`config.mk`:
```
export PLATFORM = sky130hd
export DESIGN_NAME = switch_bounce_gen
export DESIGN_NICKNAME = d
export VERILOG_FILES = /design/src/rtl/switch_bounce_gen.sv
export SDC_FILE = /design/constraint.sdc
export NUM_CORES = 1
export LEC_CHECK = 0
export CAP_MARGIN = 25
export CORE_ASPECT_RATIO = 0.5
export CORE_UTILIZATION = 48
export CTS_CLUSTER_SIZE = 10
export DETAILED_ROUTE_END_ITERATION = 12
export PLACE_DENSITY = 0.65
export RECOVER_POWER = 100
export SETUP_SLACK_MARGIN = 0.2
export SYNTH_ARGS = -nofsm -noshare
export SYNTH_HDL_FRONTEND = slang
export SYNTH_SLANG_ARGS = --single-unit
```
`constraint.sdc`:
```
create_clock -name i_clk -period 2.9 [get_ports i_clk]
set_input_delay 0.435 -clock i_clk [delete_from_list [all_inputs] [get_ports i_clk]]
set_output_delay 0.435 -clock i_clk [all_outputs]
set_load 0.01 [all_outputs]
```
`src/rtl/switch_bounce_gen.sv`:
```
// rtl/switch_bounce_gen.sv - emulated push-button with pseudo-random contact bounce
module switch_bounce_gen #(
  parameter int          N_BOUNCE   = 3,
  parameter int          GAP_W      = 8,
  parameter int          GAP_MIN    = 4,
  parameter int          SETTLE_CYC = 1000,
  parameter logic [15:0] LFSR_SEED  = 16'hACE1
) (
  input  logic       i_clk,
  input  logic       i_rst_n,
  input  logic       i_req,
  input  logic       i_level,
  output logic       o_busy,
  output logic       o_done,
  output logic       o_sw,
  output logic [7:0] o_toggles
);

  // Gap width is wide enough for GAP_MIN + 2^GAP_W - 1 without wrapping.
  localparam int GW = ((GAP_W > $clog2(GAP_MIN)) ? GAP_W : $clog2(GAP_MIN)) + 1;
  localparam int SW = $clog2(SETTLE_CYC + 1);
  localparam int RW = $clog2(2 * N_BOUNCE + 1) + 1;
  localparam logic [15:0] SEED = (LFSR_SEED == 16'h0000) ? 16'h0001 : LFSR_SEED;

  typedef enum logic [1:0] {IDLE, BOUNCE, SETTLE, DONE} state_t;

  state_t          state, state_next;
  logic            tgt, tgt_next;
  logic            sw_next, busy_next, done_next;
  logic [7:0]      tog_next;
  logic [15:0]     lfsr, lfsr_next;
  logic [GW-1:0]   gap_cnt, gap_next, gap_load;
  logic [SW-1:0]   settle_cnt, settle_next;
  logic [RW-1:0]   remain, remain_next;

  // Galois LFSR step for x^16+x^14+x^13+x^11+1; the seed is never zero so neither is the state.
  assign lfsr_next = {1'b0, lfsr[15:1]} ^ (lfsr[0] ? 16'hB400 : 16'h0000);
  assign gap_load  = GW'(GAP_MIN) + GW'(lfsr[GAP_W-1:0]);

  // State and datapath registers; reset forces the contact open immediately.
  always_ff @(posedge i_clk or negedge i_rst_n) begin
    if (!i_rst_n) begin
      state      <= IDLE;
      tgt        <= 1'b0;
      o_sw       <= 1'b0;
      o_busy     <= 1'b0;
      o_done     <= 1'b0;
      o_toggles  <= 8'd0;
      lfsr       <= SEED;
      gap_cnt    <= '0;
      settle_cnt <= '0;
      remain     <= '0;
    end else begin
      state      <= state_next;
      tgt        <= tgt_next;
      o_sw       <= sw_next;
      o_busy     <= busy_next;
      o_done     <= done_next;
      o_toggles  <= tog_next;
      lfsr       <= lfsr_next;
      gap_cnt    <= gap_next;
      settle_cnt <= settle_next;
      remain     <= remain_next;
    end
  end

  // Next-state and next-output logic for the press sequence.
  always_comb begin
    state_next  = state;
    tgt_next    = tgt;
    sw_next     = o_sw;
    busy_next   = 1'b1;
    tog_next    = o_toggles;
    gap_next    = gap_cnt;
    settle_next = settle_cnt;
    remain_next = remain;
    case (state)
      IDLE: begin
        busy_next = 1'b0;
        if (i_req) begin
          busy_next = 1'b1;
          tgt_next  = i_level;
          if (i_level == o_sw) begin
            tog_next    = 8'd0;
            state_next  = SETTLE;
            settle_next = SW'(SETTLE_CYC);
          end else begin
            sw_next  = i_level;
            tog_next = 8'd1;
            if (N_BOUNCE > 0) begin
              state_next  = BOUNCE;
              remain_next = RW'(2 * N_BOUNCE);
              gap_next    = gap_load;
            end else begin
              state_next  = SETTLE;
              settle_next = SW'(SETTLE_CYC);
            end
          end
        end
      end
      BOUNCE: begin
        if (gap_cnt <= GW'(1)) begin
          // The last toggle of a pair always lands back on the target level.
          sw_next     = (remain == RW'(1)) ? tgt : ~o_sw;
          tog_next    = (o_toggles == 8'hFF) ? o_toggles : o_toggles + 8'd1;
          remain_next = remain - RW'(1);
          gap_next    = gap_load;
          if (remain == RW'(1)) begin
            state_next  = SETTLE;
            settle_next = SW'(SETTLE_CYC);
          end
        end else begin
          gap_next = gap_cnt - GW'(1);
        end
      end
      SETTLE: begin
        if (settle_cnt <= SW'(1)) begin
          state_next = DONE;
        end else begin
          settle_next = settle_cnt - SW'(1);
        end
      end
      DONE: begin
        state_next = IDLE;
      end
      default: begin
        state_next = IDLE;
      end
    endcase
    done_next = (state_next == DONE);
  end

endmodule

```
# Word-level counts from Yosys, hierarchy flattened
# Cells that the tools add are included.
# W data, S select, Z words.
[classes]
n_addsub = 5
magnitude_cmp = 2
eq_ne = 14
mux = 33
bitwise_logic = 2
reduce_logical = 8
[ops]
columns = ["cell", "n"]
rows = [
  ["$mux W10", 5],
  ["$pmux W10 S3", 1],
  ["$mux W9", 3],
  ["$mux W8", 3],
  ["$pmux W9 S2", 1],
  ["$mux W16", 1],
  ["$pmux W8 S2", 1],
  ["$xor A15 B16 Y16", 1],
  ["$ne A2 B2 Y1 const B", 7],
  ["$mux W4", 3],
  ["$le A10 B1 Y1 const B", 1],
  ["$mux W2", 5],
  ["$sub A10 B1 Y10 const B", 1],
  ["$add A3 B8 Y9 const A", 1],
  ["$le A9 B1 Y1 const B", 1],
  ["$sub A9 B1 Y9 const B", 1],
  ["$add A8 B1 Y8 const B", 1],
  ["$eq A8 B8 Y1 const B", 1],
  ["$pmux W2 S4", 1],
  ["$pmux W4 S2", 1],
  ["$reduce_and A4 Y1", 2],
  ["$mux W1", 7],
  ["$eq A2 B2 Y1 const B", 3],
  ["$reduce_and A6 Y1", 1],
  ["11 further kinds", 11],
]
[word_totals]
reg_bits = 53
out_inout_bits = 11
wordCells = 74

# Longest topological paths before layout
# Gate-level depths: netlist of run 1.
[logic_depth]
ltp_word = 5
mapped_depth = 7

# Worst setup path after synthesis of run 1
# No wires, ideal clock.
[synth_path]
path_type = "register to register"
from = "reg gap_cnt[0]"
to = "reg gap_cnt[8]"
arrival_time_ns = 1.772
t_required_ns = 2.774
setup_slack_ns = 1.002
stages_incl_launch_ff = 7
path_buffers = 0
period_less_slack_ns = 1.898
path_cell_list = "dfrtp_1 -> inv_1 -> ha_1 -> or4b_1 -> nor4_1 -> o21ai_0 -> a221o_1"
[synth_via]
elab_chain_cells = 3
elab_cells_between_ends = 4
cone_classes = "add/sub: 1; order compare: 1; mux: 2"
[synth_lines]
columns = ["element", "line_no", "rtl"]
rows = [
  ["from (decl)", "32", "logic [GW-1:0] gap_cnt, gap_next, gap_load;"],
  ["from (signal assigned)", "61", "gap_cnt <= gap_next;"],
  ["$sub A9 B1 Y9 or $le A9 B1 Y1 (tied branches)", "113, 102", ""],
  ["$mux W9 *", "102", "if (gap_cnt <= GW'(1)) begin"],
  ["$pmux W9 S2 *", "77", "case (state)"],
]
# Mark *: on every way between the ends. The rest lies on a longest branch, timed or not.
# A chain may end at the register's enable or synchronous reset.

# Worst setup path after layout of run 1
[layout_path]
from = "reg gap_cnt[6]"
to = "reg o_toggles[2]"
[layout_via]
elab_chain_cells = 3
[layout_lines]
columns = ["element", "line_no", "rtl"]
rows = [
  ["$le A9 B1 Y1", "102", ""],
  ["$ne A2 B2 Y1 (no source line)", "n/a", ""],
  ["$reduce_and A4 Y1 (no source line)", "n/a", ""],
  ["to (signal assigned)", "59", "o_toggles <= tog_next;"],
  ["to (decl)", "16", "output logic [7:0] o_toggles"],
]
# No other way between the ends.

==> impl_metrics.env, run 1 <==
export IMPL_wirelength_um=6253
export IMPL_cp_top_family="simple AND/OR/NAND/NOR gates"
export IMPL_fmaxAchievable_ghz=0.4363
export IMPL_die_area_um2=6138
export IMPL_leakagePower_nw=1.324
export IMPL_clock_latency_ns=0.30
export IMPL_htree_levels=2
export IMPL_ctsHoldBuffers=0
export IMPL_grt_max_degree=37
export IMPL_dieHeight_um=55.90
export IMPL_ys_seq_elements=53
export IMPL_cts_clk_slew_worst_paths_ns=0.07
export IMPL_max_slew_margin_pct=32.79
export IMPL_drv_slew=0
export IMPL_ys_seq_area_share_pct=47.91
export IMPL_syn_nets=281
export IMPL_fin_nets=296
export IMPL_via_per_inst=6.209
export IMPL_postSynthCellCount=269
export IMPL_placed_cells=350
export IMPL_hp_class="in2async"
export IMPL_synth_top_area_share_pct=40.38
export IMPL_grt_total_usage_pct=22.88
export IMPL_fin_setup_tns_ns=0
export IMPL_r2r_cells=4
export IMPL_start_util_pct=50.35
export IMPL_tightestPinTransition_ns=1.008
export IMPL_vdd_drop_max_v=0.0003925
export IMPL_ys_top_cells_by_area="dfrtp_1 40%, dfstp_2 7.5%, ha_1 3.6%"
export IMPL_internal_power_mw=1.680
export IMPL_grt_overflow_total=0
export IMPL_comb_power_share_pct=37.5
export IMPL_n_fill_cell=474
export IMPL_r2r_setup_slack_ns=0.61
export IMPL_finalCritPeriodShare_pct=79.04
export IMPL_synth_edf_count=0
export IMPL_fp_dieW_um=109.8
export IMPL_synth_warning_count=0
export IMPL_hold_violations=0
export IMPL_worst_setup_path_type="reg2reg"
export IMPL_cts_buffers=5
export IMPL_n_antenna_cell=0
export IMPL_cts_sinks=53
export IMPL_crit_start="gap_cnt[6]"
export IMPL_crit_fanout=14
export IMPL_core_area_um2=5539
export IMPL_layoutNonFillerInstCount=358
export IMPL_io_buffers=14
export IMPL_place_area_um2=2997
export IMPL_p_per_area_nw_per_um2=903.1
export IMPL_final_cell_mix="45 x dfrtp_1, 17 x nor2_1, 15 x inv_1"
export IMPL_worstPathCellList="nor4_2, nand4_1, or4_1, a21oi_1"
export IMPL_cap_violations=0
export IMPL_p_switching_mw=1.143
export IMPL_design_area_um2=3127
export IMPL_pwr_share_seq_pct=40.1
export IMPL_switching_share_pct=40.49
export IMPL_ant_nets=0
export IMPL_clock_root_buffer="clkbuf_16"
export IMPL_cp_slowest_stage_delay_ns=0.64
export IMPL_clkPwrFrac_pct=22.4
export IMPL_worst_slack_ns=0.6078
export IMPL_final_common_cell="dfrtp_1"
export IMPL_arrival_ns=2.51
export IMPL_endpoint_kind="register"
export IMPL_cp_start_kind="register"
export IMPL_avgSynthCellArea_um2=10.37
export IMPL_path_buf_inv=0
export IMPL_vias=2223
export IMPL_cts_resized=0
export IMPL_post_cts_buffers=0
export IMPL_syn2layout_area_growth_pct=12.11
export IMPL_status="completed"
export IMPL_post_route_cells_drive_above_1_share_pct=9.123
export IMPL_cts_tree="done"
export IMPL_grt_pass1_vias=2101
export IMPL_dp_slack_ns=0.6655
export IMPL_gp_congestion=0.8041
export IMPL_synth_top_flop_cell="dfrtp_1"
export IMPL_skew_ns=0.006370
export IMPL_route_detailed_drc=0
export IMPL_ios=15
export IMPL_rows=19
export IMPL_syn_cell_area_um2=2789
export IMPL_clockBufferDepth=2
export IMPL_wl_per_cell_um=17.47
export IMPL_required_ns=3.12
export IMPL_drtIter0Drc=225
export IMPL_yosys_area_top_type="dfrtp_1"
export IMPL_dp_hpwl_um=4276
export IMPL_rsz0062_at_grt="false"
export IMPL_setup_viol=0
export IMPL_period_needed_ns=2.292
export IMPL_whs_ns=0.2800
export IMPL_timing_rr_end="o_toggles[2]"
export IMPL_grt_pass1_wl_um=10490
export IMPL_ys_types=62
export IMPL_firstDrtPassIters=4
export IMPL_cp_slowest_cell="or4_1"
export IMPL_async_flop_share_pct=100.0
export IMPL_grt_antenna_before_repair=0
export IMPL_rr_startpoint="gap_cnt[6]"
[state kept, by name, indices dropped and copies added (netlist names)]
name	flops
lfsr	16
settle_cnt	10
gap_cnt	9
o_toggles	8
remain	4
state	2
o_busy	1
o_done	1
o_sw	1
tgt	1
[synth_stat cells, types with 2 or more instances]
master / number
or4_1: 5
ha_1: 8
o311ai_0: 3
nor3_1: 8
xor2_1: 7
or3_1: 3
nor4_1: 6
o41ai_1: 3
o31ai_1: 11
a21oi_1: 9
o21ai_0: 10
o31ai_4: 2
nor4_2: 2
buf_2: 6
nand3b_1: 3
dfrtp_1: 45
and2_1: 3
o21ai_1: 2
a221o_1: 2
nor3b_1: 2
dfstp_2: 8
nor2b_1: 2
a31oi_1: 3
nand4_1: 5
clkbuf_1: 3
nor2_1: 17
o221ai_1: 3
a211o_1: 2
a31o_2: 2
and3_1: 6
mux2i_1: 2
o21a_1: 2
a2bb2oi_1: 2
or4_4: 3
nand3_1: 12
o211ai_1: 4
inv_1: 15
nand2_1: 14
[how the worst max path moves through the flow]
stage / to / slack [ns] / depth (start not counted)
global route: o_toggles[2] / 0.44 / 4
global placement: o_toggles[2] / 0.70 / 4
detailed placement: o_toggles[2] / 0.67 / 4
finish: o_toggles[2] / 0.61 / 4
floorplan: gap_cnt[8] / 1.00 / 6
CTS: o_toggles[2] / 0.65 / 4
[cells by family after synthesis]
family,synth area share (%)
AO/OA/AOI/OAI,21.58
XOR/XNOR,2.512
adder cells (fa/ha/maj),3.589
buffers and inverters,3.768
flip-flops,47.91
multiplexers,1.256
AND/OR/NAND/NOR,19.38
[power by group through the flow]
stage | Clock, mW | Combinational (mW) | Sequential [mW]
after floorplan | 0 | 0.842 | 1.07
after global placement | 0 | 1.06 | 1.13
after detailed placement | 0 | 1.09 | 1.14
after CTS | 0.650 | 1.10 | 1.13
after global routing | 0.678 | 1.18 | 1.16
final | 0.632 | 1.06 | 1.13
[routing by layer]
layer | GRT usage (%) | up-vias | share of wire [%]
met5 | 0 | - | 0
met4 | 8.571 | 0 | 0.98
met3 | 6.674 | 5 | 4.9
met2 | 32.68 | 48 | 46
met1 | 32.75 | 1111 | 48
li1 | - | 1059 | -
[stage by stage]
step	power [mW]	util, %
3_5_place_dp	2.230	54.10
5_1_grt	3.024	56.45
4_1_cts	2.874	56.95
2_1_floorplan	1.908	-
3_3_place_gp	2.183	54.10
6_report	2.824	56.45
[cell type report]
cell class / instances / area [um^2] / share of cell area, %
clock buffer: 7 / 152.6 / 4.882
clock inverter: 1 / 5.005 / 0.1601
inverter: 15 / 56.30 / 1.801
multi-input combinational: 191 / 1328 / 42.46
sequential: 53 / 1336 / 42.74
tap: 73 / 91.34 / 2.921
timing repair buffer: 18 / 157.7 / 5.042
(Power assumes the default switching activity.)
==> inputs of run 2 (changes only) <==
Settings changed: PLACE_DENSITY 0.65 to 0.68.
Clock period 2.9 ns to 2 ns, I/O delays scaled along.
==> impl_metrics.env, run 2 (same netlist as run 1, synthesis figures left out) <==
export IMPL_drtIter0Drc=191
export IMPL_timing_rr_end="settle_cnt[1]"
export IMPL_hold_violations=0
export IMPL_core_area_um2=5539
export IMPL_cp_start_kind="register"
export IMPL_dp_hpwl_um=4240
export IMPL_layoutNonFillerInstCount=408
export IMPL_grt_antenna_before_repair=0
export IMPL_skew_ns=0.007600
export IMPL_hp_class="reg2reg"
export IMPL_period_needed_ns=1.944
export IMPL_ant_nets=0
export IMPL_htree_levels=2
export IMPL_clock_latency_ns=0.30
export IMPL_gp_congestion=0.8074
export IMPL_worst_setup_path_type="reg2reg"
export IMPL_final_cell_mix="43 x dfrtp_1, 43 x buf_4, 15 x nor2_1"
export IMPL_cts_sinks=53
export IMPL_required_ns=2.19
export IMPL_ios=15
export IMPL_max_slew_margin_pct=25.67
export IMPL_fin_nets=346
export IMPL_cap_violations=0
export IMPL_whs_ns=0.3568
export IMPL_grt_pass1_wl_um=10480
export IMPL_cts_clk_slew_worst_paths_ns=0.07
export IMPL_rr_startpoint="settle_cnt[7]"
export IMPL_die_area_um2=6138
export IMPL_fmaxAchievable_ghz=0.5145
export IMPL_finalCritPeriodShare_pct=97.19
export IMPL_setup_worst_path_end="settle_cnt[1]"
export IMPL_rows=19
export IMPL_post_route_cells_drive_above_1_share_pct=33.43
export IMPL_tightestPinTransition_ns=1.115
export IMPL_setup_viol=0
export IMPL_vias=2408
export IMPL_cts_buffers=5
export IMPL_wirelength_um=6754
export IMPL_fin_util_pct=68.83
export IMPL_grt_pass1_vias=2159
export IMPL_placed_cells=374
export IMPL_wl_per_cell_um=16.55
export IMPL_firstDrtPassIters=4
export IMPL_fp_dieW_um=109.8
export IMPL_clockBufferDepth=2
export IMPL_rsz0062_at_grt="true"
export IMPL_top_regs="lfsr x16, settle_cnt x10, gap_cnt x9"
export IMPL_dieHeight_um=55.90
export IMPL_top_register="lfsr"
export IMPL_vdd_drop_max_v=0.0006938
export IMPL_io_buffers=14
export IMPL_arrival_ns=2.13
export IMPL_crit_fanout=4
export IMPL_status="completed"
export IMPL_drv_slew=0
export IMPL_crit_start="settle_cnt[7]"
export IMPL_n_antenna_cell=0
export IMPL_cts_tree="done"
export IMPL_p_per_area_nw_per_um2=1384
export IMPL_leakagePower_nw=1.638
export IMPL_start_util_pct=50.35
export IMPL_route_detailed_drc=0
export IMPL_r2r_cells=4
export IMPL_syn2layout_area_growth_pct=36.70
export IMPL_endpoint_kind="register"
export IMPL_largest_reg_flops=16
export IMPL_r2r_setup_slack_ns=0.06
export IMPL_grt_overflow_total=0
export IMPL_grt_max_degree=22
export IMPL_via_per_inst=5.902
export IMPL_grt_total_usage_pct=22.37
export IMPL_clock_root_buffer="clkbuf_16"
-- run 2: cell types whose count changed in the layout (fill, tap and decap cells not counted), moves of 4 or more --
cell,previous run,this run
buf_4,2,43
nor4_1,7,3
or4_1,7,2
or4_4,1,6
buf_6,0,6
-- run 2: metrics by stage --
stage | total power, mW | setup slack, ns | setup TNS (ns) | cell area [um^2]
5_1_grt | 5.587 | 0.02776 | 0 | 3812
3_3_place_gp | 3.444 | 0.07106 | 0 | 3189
6_report | 5.275 | 0.05629 | 0 | 3812
2_1_floorplan | 2.795 | 0.1123 | 0 | 2805
4_1_cts | 4.779 | 0.08483 | 0 | 3495
3_5_place_dp | 3.488 | -0.02425 | -0.02577 | 3189
-- run 2: what timing repair did --
action	4_1_cts	5_1_grt
buffers inserted	4	20
gates cloned	0	1
hold buffers	1	0
pin swaps	8	22
hold endpoints to repair	15	0
endpoints found under the setup margin	21	31
gates resized for setup	14	38
-- run 2: worst max-delay path: stages, from the launching register on --
cell	delay, ns
dfrtp_2	0.43
or4_4	0.55
o31ai_4	0.30
a22oi_1	0.22
mux2_4	0.34
-- run 2: report_power, final --
group / total, mW / internal (mW) / leakage [nW] / switching [mW]
clock: 1.12 / 0.715 / 0.0938 / 0.401
sequential: 1.58 / 1.30 / 0.647 / 0.280
combinational: 2.58 / 1.27 / 0.898 / 1.30
-- run 2: how the worst min path moves through the flow --
stage,startpoint,endpoint,slack [ns],depth (start not counted)
2_1_floorplan,i_rst_n,gap_cnt[0],0.004,0
3_3_place_gp,i_rst_n,o_busy,0.28,1
3_5_place_dp,i_rst_n,settle_cnt[0],0.28,1
4_1_cts,lfsr[8],lfsr[7],0.36,0
5_1_grt,lfsr[9],lfsr[8],0.36,0
6_report,lfsr[8],lfsr[7],0.36,0
-- run 2: area by class of cell --
class	instances	area [um^2]
sequential	53	1339
tap	73	91.34
timing repair buffer	68	570.5
clock inverter	3	65.06
clock buffer	5	125.1
multi-input combinational	191	1565
inverter	15	56.30
fill	414	1727
-- run 2: routing by layer --
layer  share of wire, %  wire length (um)  track usage, %
met3                3.3               220           5.269
met4                1.4                95           6.857
met2                 46              3101           34.02
met1                 49              3337           31.64
met5                  0                 0               0
==> RTL change 1: new RTL, settings of run 1 <==
Encoding of `state_t`: now one-hot (4 bits for 4 states).
--- a/src/rtl/switch_bounce_gen.sv
+++ b/src/rtl/switch_bounce_gen.sv
@@ -24,3 +24,3 @@
 
-  typedef enum logic [1:0] {IDLE, BOUNCE, SETTLE, DONE} state_t;
+  typedef enum logic [3:0] {IDLE = 4'b0001, BOUNCE = 4'b0010, SETTLE = 4'b0100, DONE = 4'b1000} state_t;
 
Check against the original RTL: same outputs for any inputs over 10 cycles, from zero or initial values and one cycle with i_rst_n low; not proved beyond that.
==> RTL change 1 against run 1 <==
  * Total power is 20% lower
  * Setup slack worse by 0.12 ns
  * Final area is 0.40% lower
  * Maximum frequency fell by 5.1%
  * Sequential cell count increased by 2
  * Routed wire length is 3.8% lower
  * Synthesized area grew 0.76%
  * Sequential power shrank 11%
  * Highest routed layer unchanged
==> RTL change 1: results (changes against run 1) <==
| Metric | Value |
|---|---|
| Status | `finished, final reports clean` |
| Met3 usage | `6.32% (-0.35 points)` |
| # H-tree levels | `2 (unchanged)` |
| Worst hold path stage count | `0` |
| Clock skew | `0.00455 ns (-0.00182 ns)` |
| WL/cell | `16.3 um (-6.6%)` |
| Hold crit path type | `reg2reg` |
| Via count | `2,176 (-2.1%)` |
| Worst reg2reg setup slack | `0.48 ns (-0.12 ns)` |
| Sequential-to-total area share from yosys stat | `49.4% (+1.5 points)` |
| Met3 routed WL | `263 um (-14%)` |
| Top post-synthesis cells by area | `dfrtp_1 (41%), dfstp_2 (8.4%), ha_1 (3.6%)` |
| R2R Path Start | `state[3]$_DFF_PN0_` |
| Pin count of the biggest net entering global routing | `26 (-30%)` |
| DP Cell Count | `361 (+3.1%)` |
| Netlist cell types | `53 (-15%)` |
| Number of I/O port buffers | `14 (unchanged)` |
| R2R cell count | `6 (+2)` |
| Commonest cells in the netlist | `dfrtp_1 (46), nand2_1 (25), nor2_1 (22)` |
| Mapped Nets | `291 (+3.6%)` |
| Fmax | `0.414 GHz (-5.1%)` |
| Switching part of the total | `36.6% (-3.9 points)` |
| Pleak | `1.33 nW (+0.48%)` |
| Worst r2r dst | `settle_cnt[1]$_DFFE_PN0P_` |
| Gpl congestion | `0.819 (+1.8%)` |
| Met1 usage | `29.9% (-2.8 points)` |
| Max Used Layer | `met4` |
| Iter 0 DRT Violations | `159 (-29%)` |
| Syn avg cell area | `10.1 um2 (-2.8%)` |
| Met2 Wirelength | `2730 um (-5.9%)` |
| Max VDD drop | `308 uV (-22%)` |
| Ratio of cells with drive above 1 in the final layout | `7.77% (-1.4 points)` |
| CP max FO | `11 (-3)` |
| P_comb | `637 uW (-40%)` |
| First-pass GRT wire length | `10,400 um (-0.86%)` |
| Later-pin clock latency in the skew report | `0.30 ns (about the same)` |
| Clk buf depth | `2 (unchanged)` |
| Post-synth EDFFs | `0 (unchanged)` |
| Crit path DAT | `2.59 ns (+0.08 ns)` |
| Drt total wl | `6020 um (-3.8%)` |
| HPWL Detailed | `4190 um (-1.9%)` |
| # nets final | `307 (+3.7%)` |
| GR Util All Layers | `22.2% (-0.69 points)` |
| Post-Route M1 WL | `2980 um (about the same)` |
| Clk pwr share | `27.4% (+5.0 points)` |
| Met2 Use GR | `33.8% (+1.2 points)` |
| DP Area | `3010 um2 (+0.50%)` |
| Clk power | `621 uW (-2%)` |
| Pre-CTS setup slack | `0.571 ns (-0.0946 ns)` |
| Slew margin rel. | `10.9% (-22 points)` |
| Initial antenna violation count | `0 (unchanged)` |
## RTL change 1: cell count changes after synthesis, sizes merged, moves of 3 or more
cell / before / now
o21ai: 12 / 21
o31ai: 13 / 5
a21oi: 9 / 17
inv: 15 / 11
xnor2: 1 / 4
o221ai: 3 / 0
nor4: 8 / 4
nand2: 14 / 25
nor2: 17 / 22
or2: 0 / 3
## RTL change 1: final cells by class
type / count / area (um2)
Multi-Input combinational cell: 202 / 1280
Clock inverter: 3 / 28.8
Timing Repair Buffer: 20 / 164
Sequential cell: 55 / 1390
Fill cell: 481 / 2450
Tap cell: 73 / 91.3
Clock buffer: 5 / 125
Inverter: 11 / 41.3
## RTL change 1: cells by family after synthesis
| family | count (synthesis) | share of synthesized area, % |
|---|---|---|
| AOI/OAI and AO/OA | 68 | 15.3 |
| xor gates and xnor gates | 12 | 3.74 |
| adders and majority gates | 8 | 3.56 |
| buffers and inverters | 22 | 3.96 |
| DFF | 55 | 49.4 |
| muxes | 2 | 0.757 |
| and+or+nand+nor | 112 | 23.3 |
## RTL change 1: worst max-delay path, cell delays in order, from the launching register on
cell,delay [ns]
dfrtp_1,0.46
nor4b_1,0.36
clkbuf_1,0.40
o2111ai_1,0.38
o22a_1,0.44
nand3_1,0.15
o21ai_0,0.10
## RTL change 1: worst min-delay path by stage
stage                             from                        to  slack, ns
floorplan                      i_rst_n    gap_cnt[0]$_DFFE_PN0P_       0.14
global placement     lfsr[8]$_DFF_PN0_         lfsr[7]$_DFF_PN1_       0.34
detailed placement   lfsr[8]$_DFF_PN0_         lfsr[7]$_DFF_PN1_       0.34
CTS                            i_rst_n  o_toggles[0]$_DFFE_PN0P_       0.14
global route        lfsr[12]$_DFF_PN0_        lfsr[11]$_DFF_PN1_       0.36
finish               lfsr[9]$_DFF_PN0_         lfsr[8]$_DFF_PN0_       0.35
==> RTL change 2: new RTL, flow settings as in run 1 <==
Made on the original files. Set the parameter `N_BOUNCE` to 6 (it was 3).
--- a/src/rtl/switch_bounce_gen.sv
+++ b/src/rtl/switch_bounce_gen.sv
@@ -2,3 +2,3 @@
 module switch_bounce_gen #(
-  parameter int          N_BOUNCE   = 3,
+  parameter int          N_BOUNCE   = 6,
   parameter int          GAP_W      = 8,
Behaviour: same outputs for any inputs over 10 cycles, from zero or initial values and one cycle with i_rst_n low; that may be too few to reach the edited logic, so the function may still have changed.
==> RTL change 2 against run 1 <==
  * Routed wire length shrank 9.2%
  * Final area rose by 1.0%
  * Synthesized area up 2.4%
  * Total power increased by 1.9%
  * Setup slack lost 0.12 ns
  * Synthesized cell count increased by 2.2%
  * Count of clock-buffer cells in the layout is 1 lower
  * Cell count up 2.0%
  * Sequential cell count grew 1
  * Critical endpoint is now settle_cnt[1]$_DFFE_PN0P_
==> RTL change 2: results (changes against run 1) <==
| Metric | Value |
|---|---|
| GR Util All Layers | `19.8% (-3.1 points)` |
| Fin. Hold Viols | `0 (unchanged)` |
| Clk buf depth | `2 (unchanged)` |
| Crit path DAT | `2.54 ns (+0.03 ns)` |
| Clock skew | `0.00416 ns (-0.00221 ns)` |
| Status | `finished, final reports clean` |
| Setup Buffers After CTS | `0 (unchanged)` |
| Multiplexer share of the synthesized area | `0.701% (-0.56 points)` |
| Drt pass-1 iters | `4 (unchanged)` |
| Pin count of the biggest net entering global routing | `23 (-38%)` |
| Max Cap Viol | `0 (unchanged)` |
| Hold crit path type | `in2async` |
| Gpl congestion | `0.833 (+3.6%)` |
| # nets final | `303 (+2.4%)` |
| # H-tree levels | `2 (unchanged)` |
| Max VDD drop | `316 uV (-20%)` |
| Largest registers | `lfsr: 16 flops, settle_cnt: 10 flops, gap_cnt: 9 flops` |
| CP max FO | `10 (-4)` |
| Mapped Nets | `287 (+2.1%)` |
| Compound-cell area share of the yosys netlist | `15.5% (-6.1 points)` |
| DP Area | `3040 um2 (+1.3%)` |
| Synth Area in XOR/XNOR | `4.29% (+1.8 points)` |
| Commonest cells in the netlist | `dfrtp_1 (46), nand2_1 (25), nor2_1 (22)` |
| Root Buffer | `clkbuf_16` |
| Sequential-to-total area share from yosys stat | `47.7% (-0.26 points)` |
| Top post-synthesis cells by area | `dfrtp_1 (40%), dfstp_2 (7.4%), a21oi_1 (3.5%)` |
| Number of I/O port buffers | `14 (unchanged)` |
| Later-pin clock latency in the skew report | `0.29 ns` |
| Initial antenna violation count | `0 (unchanged)` |
| WL/cell | `15.6 um (-11%)` |
| Diode count | `0 (unchanged)` |
| Reg clk slew, reported paths | `0.07 ns (about the same)` |
| Netlist cell types | `61 (-1.6%)` |
| Number of global-route vias before repair | `2,122 (+1.0%)` |
| HPWL Detailed | `4130 um (-3.4%)` |
| Worst Setup Start Kind | `register` |
| R2R Path Start | `remain[1]$_DFFE_PN0P_` |
| Post-synth ARST share | `100% (unchanged)` |
| Pleak | `1.34 nW (+0.91%)` |
| Synth warn | `0 (unchanged)` |
| Post-CTS resize count | `0 (unchanged)` |
| First-pass GRT wire length | `9760 um (-7.0%)` |
| Via-to-Cell Ratio | `5.82 (-6.3%)` |
| CTS Buf Count | `5 (unchanged)` |
| Ratio of cells with drive above 1 in the final layout | `8.56% (-0.56 points)` |
| Adder-cell share of the synthesized area | `3.50% (-0.085 points)` |
| Iter 0 DRT Violations | `166 (-26%)` |
| Slew margin rel. | `21.8% (-11 points)` |
[RTL change 2: layout make-up]
cell class	count	area, um2
repair buffers	18	156
multi-input cells	200	1310
clock inverters	2	60.1
fillers	495	2450
inverters	12	45.0
well taps	73	91.3
flip-flops and latches	54	1360
clock buffers	6	139
[RTL change 2: cell families after synthesis]
family / Yosys count
flip-flops: 54
AND/OR/NAND/NOR: 112
XOR/XNOR: 14
multiplexers: 2
AO/OA/AOI/OAI: 64
adder cells (fa/ha/maj): 8
buffers and inverters: 21
[RTL change 2: layer usage]
metal	GRT usage (%)	vias to the layer above	share of wire, %
li1	-	1027	-
met1	25.4	1066	51
met2	34.2	23	45
met3	4.54	8	3.0
met4	5.21	0	1.1
met5	0	-	0
[RTL change 2: path summary, 6_finish.rpt]
| path | endpoint | slack, ns | depth (start not counted) |
|---|---|---|---|
| setup / recovery | settle_cnt[1]$_DFFE_PN0P_ | 0.49 | 6 |
| hold / removal | o_toggles[3]$_DFFE_PN0P_ | 0.24 | 1 |
| setup reg to reg | settle_cnt[1]$_DFFE_PN0P_ | 0.49 | 6 |
| hold reg to reg | lfsr[8]$_DFF_PN0_ | 0.35 | 0 |
| max in group asynchronous | o_toggles[6]$_DFFE_PN0P_ | 1.09 | 2 |
| min in group i_clk | lfsr[8]$_DFF_PN0_ | 0.35 | 0 |
[RTL change 2: worst max-delay path: stages (launching register included)]
cell and delay, ns:
dfrtp_1 0.39, inv_1 0.08, ha_1 0.16, nor4b_1 0.53
a22oi_1 0.20, a22oi_1 0.69, o22ai_1 0.19
[RTL change 2: through the flow]
| step | utilization, % | setup slack, ns | cells | hold slack, ns | power (mW) |
|---|---|---|---|---|---|
| 4_1_cts | 57.7 | 0.723 | 365 | 0.0601 | 2.97 |
| 6_report | 56.3 | 0.492 | 365 | 0.242 | 2.88 |
| 3_3_place_gp | 54.1 | 0.731 | 357 | 0.340 | 2.13 |
| 3_5_place_dp | 54.1 | 0.670 | 357 | 0.340 | 2.17 |
| 5_1_grt | 56.3 | 0.285 | 365 | 0.330 | 3.06 |
| 2_1_floorplan | - | 1.12 | 275 | 0.139 | 1.94 |
[RTL change 2: where the power goes]
group / switching (mW) / internal (mW) / total (mW)
Sequential: 0.232 / 0.918 / 1.15
Clock: 0.268 / 0.518 / 0.786
Combinational: 0.565 / 0.376 / 0.941
